$ cat src/rtl/instr_fetch_if.sv
// Fetch-unit bus: decode-side control and output, plus the synchronous instruction ROM port.
// The master side is the fetch unit; the slave side is the surrounding pipeline/ROM.
interface instr_fetch_if #(
  parameter int PC_W    = 5,
  parameter int INSTR_W = 32
);
  logic               stall;
  logic               redirect;
  logic [PC_W-1:0]    redirect_pc;
  logic               imem_en;
  logic [PC_W-1:0]    imem_addr;
  logic [INSTR_W-1:0] imem_rdata;
  logic               out_valid;
  logic [INSTR_W-1:0] out_instr;
  logic [PC_W-1:0]    out_pc;

  modport master (
    input  stall, redirect, redirect_pc, imem_rdata,
    output imem_en, imem_addr, out_valid, out_instr, out_pc
  );

  modport slave (
    output stall, redirect, redirect_pc, imem_rdata,
    input  imem_en, imem_addr, out_valid, out_instr, out_pc
  );
endinterface

$ cat src/rtl/instr_fetch.sv
// Instruction-fetch front end: owns the fetch PC, reads a 1-cycle-latency ROM and
// buffers returned words in a 2-entry skid FIFO; redirects flush all wrong-path state.
module instr_fetch #(
  parameter int              PC_W      = 5,
  parameter int              INSTR_W   = 32,
  parameter logic [PC_W-1:0] RESET_PC  = '0,
  parameter int              BUF_DEPTH = 2
) (
  input  logic           clk,
  input  logic           reset_n,
  instr_fetch_if.master  bus
);

  localparam logic [2:0] CNT_MAX = 3'(BUF_DEPTH);

  logic [PC_W-1:0]    fetch_pc;
  logic [PC_W-1:0]    issue_pc;
  logic               inflight;
  logic [1:0]         count;
  logic               wr_ptr;
  logic               rd_ptr;
  logic [PC_W-1:0]    pc_buf    [2];
  logic [INSTR_W-1:0] instr_buf [2];

  logic               head_valid;
  logic               pop;
  logic               push;
  logic               issue;
  logic [2:0]         occupancy;

  // Occupancy counts the word already in flight, so an issued read always has a slot.
  always_comb begin
    head_valid = (count != 2'd0);
    pop        = head_valid & ~bus.stall & ~bus.redirect;
    push       = inflight & ~bus.redirect;
    occupancy  = {1'b0, count} + {2'b00, inflight} - {2'b00, pop};
    issue      = reset_n & ~bus.redirect & (occupancy < CNT_MAX);
  end

  always_comb begin
    bus.imem_en   = issue;
    bus.imem_addr = fetch_pc;
    bus.out_valid = head_valid;
    bus.out_instr = head_valid ? instr_buf[rd_ptr] : '0;
    bus.out_pc    = head_valid ? pc_buf[rd_ptr]    : '0;
  end

  always_ff @(posedge clk or negedge reset_n) begin
    if (!reset_n) begin
      fetch_pc <= RESET_PC;
      issue_pc <= RESET_PC;
      inflight <= 1'b0;
      count    <= 2'd0;
      wr_ptr   <= 1'b0;
      rd_ptr   <= 1'b0;
    end else if (bus.redirect) begin
      fetch_pc <= bus.redirect_pc;
      inflight <= 1'b0;
      count    <= 2'd0;
      wr_ptr   <= 1'b0;
      rd_ptr   <= 1'b0;
    end else begin
      inflight <= issue;
      if (issue) begin
        fetch_pc <= fetch_pc + 1'b1;
        issue_pc <= fetch_pc;
      end
      if (push) wr_ptr <= ~wr_ptr;
      if (pop)  rd_ptr <= ~rd_ptr;
      count <= count + {1'b0, push} - {1'b0, pop};
    end
  end

  // Payload storage needs no reset: count gates every read.
  always_ff @(posedge clk) begin
    if (push) begin
      pc_buf[wr_ptr]    <= issue_pc;
      instr_buf[wr_ptr] <= bus.imem_rdata;
    end
  end

  a_no_overflow: assert property (@(posedge clk) disable iff (!reset_n)
    !(push && !pop && count == 2'd2));

  a_occupancy: assert property (@(posedge clk) disable iff (!reset_n)
    ({1'b0, count} + {2'b00, inflight}) <= 3'd2);

endmodule

$ cat src/flat_wrapper.sv
// flat-port wrapper written by rule: the top's interface ports become plain ports
module instr_fetch_flat 
#(
  parameter int              PC_W      = 5,
  parameter int              INSTR_W   = 32,
  parameter logic [PC_W-1:0] RESET_PC  = '0,
  parameter int              BUF_DEPTH = 2
)
  (clk, reset_n, bus_stall, bus_redirect, bus_redirect_pc, bus_imem_rdata, bus_imem_en, bus_imem_addr, bus_out_valid, bus_out_instr, bus_out_pc);
  instr_fetch_if #(.PC_W(PC_W), .INSTR_W(INSTR_W)) bus_i ();
  input  logic clk;
  input  logic reset_n;
  input wire logic [$bits(bus_i.stall)-1:0] bus_stall;
  input wire logic [$bits(bus_i.redirect)-1:0] bus_redirect;
  input wire logic [$bits(bus_i.redirect_pc)-1:0] bus_redirect_pc;
  input wire logic [$bits(bus_i.imem_rdata)-1:0] bus_imem_rdata;
  output wire logic [$bits(bus_i.imem_en)-1:0] bus_imem_en;
  output wire logic [$bits(bus_i.imem_addr)-1:0] bus_imem_addr;
  output wire logic [$bits(bus_i.out_valid)-1:0] bus_out_valid;
  output wire logic [$bits(bus_i.out_instr)-1:0] bus_out_instr;
  output wire logic [$bits(bus_i.out_pc)-1:0] bus_out_pc;
  assign bus_i.stall = bus_stall;
  assign bus_i.redirect = bus_redirect;
  assign bus_i.redirect_pc = bus_redirect_pc;
  assign bus_i.imem_rdata = bus_imem_rdata;
  assign bus_imem_en = bus_i.imem_en;
  assign bus_imem_addr = bus_i.imem_addr;
  assign bus_out_valid = bus_i.out_valid;
  assign bus_out_instr = bus_i.out_instr;
  assign bus_out_pc = bus_i.out_pc;
  instr_fetch #(.PC_W(PC_W), .INSTR_W(INSTR_W), .RESET_PC(RESET_PC), .BUF_DEPTH(BUF_DEPTH)) u_core (.clk(clk), .reset_n(reset_n), .bus(bus_i));
endmodule
$ cat config.mk
export PLATFORM = sky130hd
export DESIGN_NAME = instr_fetch_flat
export DESIGN_NICKNAME = d
export VERILOG_FILES = /design/src/rtl/instr_fetch_if.sv /design/src/rtl/instr_fetch.sv /design/src/flat_wrapper.sv
export SDC_FILE = /design/constraint.sdc
export NUM_CORES = 1
export LEC_CHECK = 0
export CAP_MARGIN = 20
export CORE_MARGIN = 3
export CORE_UTILIZATION = 55
export CTS_BUF_LIST = sky130_fd_sc_hd__clkbuf_8
export DETAILED_ROUTE_END_ITERATION = 16
export PLACE_DENSITY = 0.87
export SLEW_MARGIN = 0
export SYNTH_ARGS = -nofsm -noshare
export SYNTH_HDL_FRONTEND = slang
export SYNTH_SLANG_ARGS = --single-unit
$ cat constraint.sdc
create_clock -name clk -period 9.05 [get_ports clk]
set_clock_uncertainty 0.15 [all_clocks]
set_input_delay 1.3575 -clock clk [delete_from_list [all_inputs] [get_ports clk]]
set_output_delay 1.3575 -clock clk [all_outputs]
set_load 0.005 [all_outputs]
==> reports/metrics.cfg, run 1 <==
[outcome]
status=finished, final reports clean

[clock_tree]
cts_resized=0
clkTransAtPathRegs_ns=0.08
cts_setup_buffers=0
cts_hold_buf=0
cts_tree=done
htree_levels=3
cts_num_sinks=89
cts.path.max_buffers=2
numCtsBuffers=9
clock_tree.root_cell=clkbuf_8
insertion_delay_ns=0.34

[synth]
synth_xor_area_frac=0.00983
ys_async_sr_fraction=0.169
syn_area_sq_mm=0.00356
synth_compound_area_frac=0.0183
synthesis.nets=274
yosys_warnings=0
avgSynthCellArea_sq_um=15.5
synthTopCellsByArea=edfxtp_1 62%, dfrtp_1 11%, mux2i_1 10%, nor2_1 4.5%, mux2_2 1.9%
synth-simple-area-share=0.0892
synth-edff-count=74
synthMuxAreaShare=0.123
synth_seq_cells=89
ys_seq_area_frac=0.729
yosysTopAreaCell=edfxtp_1
syn-instance-count=230
synth.top_cell.area_share=0.624
synth_top_family_by_area=multiplexers
synth_cell_types=29
synthFlopType=edfxtp_1
synth-adder-area-share=0.0126

[worst_setup_path]
r2r-start=u_core.count[1]$_DFF_PN0_
r2r_end=u_core.issue_pc[0]$_DFFE_PN0P_
crit_arrival_ns=4.34
rrSetupSlack_ns=5.90
reg2reg_depth=6
worstPathMaxFanout=16
cp.required_ns=7.54
cp-end-kind=output pin
worstSetupEndpoint=bus_imem_en
worstSetupPathType=input pin to output pin
setup.worst_path.start=bus_redirect
worstSetupStartpointType=input pin

[cells_and_area]
syn_to_final_growth_pct=30.0
drive_above_1_share=0.0781
final_cell_mix=84 x clkdlybuf4s50_1, 74 x edfxtp_1, 42 x nor2_1, 37 x mux2i_1, 14 x dfrtp_1
n_antenna_cell=0
fillers=396
postLayoutCellArea_sq_mm=0.00463
final_common_cell=clkdlybuf4s50_1
final_util=0.759
nets=360

[power_and_ir_drop]
peakVddDrop_mv=0.104
leakagePower_nw=1.56
cellPowerDensity_mw_per_mm2=168

[placed_design]
post_dp_cell_area_sq_mm=0.00446
io_buffer_count=84
place_congestion=0.909
dpl.hpwl_microns=4280

[die]
io_pins=85
core_region_area_sq_mm=0.00610
rows=28
start_util=0.584
die_area_sq_mm=0.00748
die_w_microns=86.5
die_h_microns=86.5

[grt]
grt_usage=0.183
grt_max_degree=42
grt_pass1_wl_microns=10200
grt_pass1_vias=2110
antenna_found_initial=0
grt_overflow_total=0

[sta]
rsz0062_at_grt=no
timing.fmax_mhz=171
setup_viol_count_final=0
hold_viol=0
period_share=0.646
worst_slew_margin_rel=0.303
slew_violations=0
holdWs_ns=0.337
fin_crit_ns=5.85
finalSetupTns_ns=0
tightest_slew_ns=1.04

[hold_path]
hp-start=u_core.issue_pc[1]$_DFFE_PN0P_
hold_class=register to register

[route]
firstDrtPassIters=4
wirelength_microns=6380
dr.first_iter.drc_count=90
wl_per_cell_microns=16.2
viasPerCell=5.36
drc=0
detail-route-antenna-nets=0
via_count=2118

[run]
maxCapViolCount=0

## power by group
part	leakage (nW)	switching [W]	internal, W	total [W]
clock	0.0872	0.000124	0.0000944	0.000218
combinational	0.616	0.0000324	0.0000473	0.0000797
sequential	0.856	0.0000132	0.000466	0.000479
total	1.56	0.000169	0.000607	0.000777
## worst max-delay path: stages
cell and delay [ns]:
clkdlybuf4s50_1 0.69, nor2_1 0.34, xor2_1 0.19, nand2_1 0.09, fa_1 0.54, nand2_1 0.17, nor3_4 0.39, clkdlybuf4s50_1 0.57
## kinds of logic (layout without fill, tap and decap cells)
kind of cell / after synthesis / count (layout)
simple gates: 69 / 69
fa+ha+maj: 3 / 3
buf+inv: 12 / 102
flops: 89 / 89
mux: 43 / 43
xor+xnor: 4 / 4
compound gates: 10 / 10
## synthesized netlist by cell type (2+ instances only)
library cell and instances:
edfxtp_1 74, nor2_1 43, mux2i_1 37, dfrtp_1 15, nand2_1 7, mux2_2 6, nand3_1 5, clkbuf_1 4
nor2b_1 4, or4_1 4, buf_2 3, o211ai_1 3, xor2_1 3, a31oi_1 2, buf_4 2, ha_1 2
inv_1 2, o21ai_0 2, o31ai_1 2
## sequential cells by signal, summed over array words and instances, names as in the netlist
name	cells
u_core.issue_pc	5
u_core.pc_buf	10
u_core.bus.imem_addr	5
u_core.inflight	1
u_core.instr_buf	64
u_core.wr_ptr	1
u_core.rd_ptr	1
u_core.count	2
## layout make-up
| cell class | count | area [sq um] | area share |
|---|---|---|---|
| well taps | 75 | 93.8 | 0.0203 |
| repair buffers | 85 | 861 | 0.186 |
| multi-input cells | 129 | 917 | 0.198 |
| clock buffers | 9 | 124 | 0.0268 |
| inverters | 2 | 7.51 | 0.00162 |
| clock inverters | 6 | 27.5 | 0.00595 |
| flip-flops and latches | 89 | 2600 | 0.561 |
## worst min-delay path by stage
stage,to,slack (ns),cells past startpoint
2_1_floorplan,u_core.pc_buf[0][0]$_DFFE_PP_,0.29,0
3_3_place_gp,u_core.pc_buf[1][1]$_DFFE_PP_,0.30,0
3_5_place_dp,u_core.pc_buf[0][1]$_DFFE_PP_,0.32,0
4_1_cts,u_core.pc_buf[0][1]$_DFFE_PP_,0.34,0
5_1_grt,u_core.pc_buf[1][4]$_DFFE_PP_,0.35,0
6_report,u_core.pc_buf[0][1]$_DFFE_PP_,0.34,0
## stage by stage
step	cells	total power, W	setup WS, ns
5_1_grt	395	0.000812	3.01
4_1_cts	394	0.000782	3.22
6_report	395	0.000777	3.20
3_5_place_dp	379	0.000569	3.22
2_1_floorplan	230	0.000519	4.87
3_3_place_gp	379	0.000564	3.39
## routing by layer
layer  wire length [microns]  part of all wire  GRT usage  up-vias
li1                        -                 -          -     1024
met1                    2570              0.40      0.234     1004
met2                    3330              0.52      0.303       77
met3                     376             0.059     0.0485       13
met4                     108             0.017     0.0666        0
met5                       0                 0          0        -
Note: power is estimated with default switching activity, not from simulation.
==> run 2, diff against run 1 <==
CORE_UTILIZATION = 46   (was 55)
PLACE_DENSITY = 0.78   (was 0.87)
clock period = 5.05 ns   (was 9.05 ns; I/O delays follow)
==> reports/metrics.cfg, run 2 (synthesis results as in run 1) <==
[grt]
grt_overflow_total=0
grt_pass1_wl_microns=9890
antenna_found_initial=0
grt_pass1_vias=2101
grt_max_degree=41
grt_usage=0.149

[cells_and_area]
final_common_cell=clkdlybuf4s50_1
n_antenna_cell=0
multi_input_area_sq_um=917
fillers=538
final_cell_mix=84 x clkdlybuf4s50_1, 74 x edfxtp_1, 42 x nor2_1, 37 x mux2i_1, 14 x dfrtp_1
ff_latch_area_sq_mm=0.00260
drive_above_1_share=0.0985
syn_to_final_growth_pct=32.9
nets=364
final_util=0.642
largestRegisters=u_core.instr_buf x64, u_core.pc_buf x10
largest-register=u_core.instr_buf
largest_reg_flops=64

[clock_tree]
cts_resized=0
insertion_delay_ns=0.34
cts_tree=done
cts.path.max_buffers=2
clkTransAtPathRegs_ns=0.09
cts_num_sinks=89
cts_hold_buf=0
htree_levels=3
numCtsBuffers=9
clock_tree.root_cell=clkbuf_8
cts_setup_buffers=0

[worst_setup_path]
worst_path_max_delay_cell=xor2_1
r2r-start=u_core.inflight$_DFF_PN0_
worstSetupPathType=input pin to output pin
crit_arrival_ns=3.36
rrSetupSlack_ns=2.60
r2r_end=u_core.issue_pc[2]$_DFFE_PN0P_
cp_cell_sequence=clkdlybuf4s50_1 > nor2_1 > xor2_1 > nand2_1 > fa_1 > xor2_1 > nor3_4 > clkdlybuf4s50_1
worstSetupStartpointType=input pin
reg2reg_depth=6
worstPathMaxFanout=12
setup.worst_path.start=bus_stall
worstSetupEndpoint=bus_imem_en
cp.required_ns=4.14
cp-end-kind=output pin
slowest_delay_ns=0.68

[sta]
worst_slew_margin_rel=0.386
holdWs_ns=0.333
tightest_slew_ns=0.921
period_share=0.846
fin_crit_ns=4.27
hold_viol=0
finalSetupTns_ns=0
timing.fmax_mhz=234
setup_slack_ns=0.779
rsz0062_at_grt=no
setup_viol_count_final=0
slew_violations=0

[placed_design]
place_congestion=0.855
io_buffer_count=84
post-place-ws_ns=0.792
dpl.hpwl_microns=3980

[route]
wl_per_cell_microns=14.8
via_count=2091
dr.first_iter.drc_count=57
firstDrtPassIters=4
viasPerCell=4.93
wirelength_microns=6270
detail-route-antenna-nets=0
drc=0

[die]
core_region_area_sq_mm=0.00737
io_pins=85
start_util=0.483
die_w_microns=94
die_h_microns=94
rows=31
die_area_sq_mm=0.00884

[outcome]
status=finished, final reports clean

[run]
maxCapViolCount=0

[power_and_ir_drop]
power_w=0.00144
leakagePower_nw=1.59
peakVddDrop_mv=0.153
cellPowerDensity_mw_per_mm2=304

[hold_path]
hold_depth=0
hold_class=register to register

-- run 2: worst min-delay path by stage --
| stage | start | to | slack, ns |
|---|---|---|---|
| floorplan | u_core.issue_pc[0]$_DFFE_PN0P_ | u_core.pc_buf[0][0]$_DFFE_PP_ | 0.29 |
| global placement | u_core.issue_pc[1]$_DFFE_PN0P_ | u_core.pc_buf[0][1]$_DFFE_PP_ | 0.30 |
| detailed placement | u_core.issue_pc[2]$_DFFE_PN0P_ | u_core.pc_buf[0][2]$_DFFE_PP_ | 0.32 |
| CTS | u_core.issue_pc[2]$_DFFE_PN0P_ | u_core.pc_buf[0][2]$_DFFE_PP_ | 0.34 |
| global route | u_core.issue_pc[2]$_DFFE_PN0P_ | u_core.pc_buf[1][2]$_DFFE_PP_ | 0.35 |
| finish | u_core.issue_pc[2]$_DFFE_PN0P_ | u_core.pc_buf[1][2]$_DFFE_PP_ | 0.33 |
-- run 2: critical path, delay by kind of cell --
| kind | cells | cell delay [ns] |
|---|---|---|
| buffers and inverters | 2 | 0.98 |
| xor gates and xnor gates | 2 | 0.85 |
| and+or+nand+nor | 3 | 0.40 |
| adders and majority gates | 1 | 0.38 |
-- run 2: cell type report --
| type | instances | area share |
|---|---|---|
| Clock inverter | 7 | 0.0111 |
| Clock buffer | 9 | 0.0262 |
| Timing Repair Buffer | 89 | 0.192 |
| Inverter | 2 | 0.00159 |
| Tap cell | 99 | 0.0262 |
| Sequential cell | 89 | 0.549 |
| Multi-Input combinational cell | 129 | 0.194 |
-- run 2: power breakdown --
part	internal (W)	switching [W]
Combinational	0.0000885	0.0000591
Sequential	0.000834	0.0000229
Clock	0.000184	0.000252
Total	0.00111	0.000334
-- run 2: metal layers --
| metal | vias up | global-route usage | share of wire |
|---|---|---|---|
| met4 | 0 | 0.0650 | 0.0073 |
| li1 | 1032 | - | - |
| met3 | 4 | 0.0433 | 0.050 |
| met5 | - | 0 | 0 |
| met2 | 56 | 0.244 | 0.50 |
| met1 | 999 | 0.185 | 0.45 |
-- run 2: per-stage QoR --
stage / area, sq um / std cells
3_3_place_gp: 4510 / 406
3_5_place_dp: 4510 / 406
4_1_cts: 4690 / 422
2_1_floorplan: 3560 / 230
5_1_grt: 4730 / 424
6_report: 4730 / 424
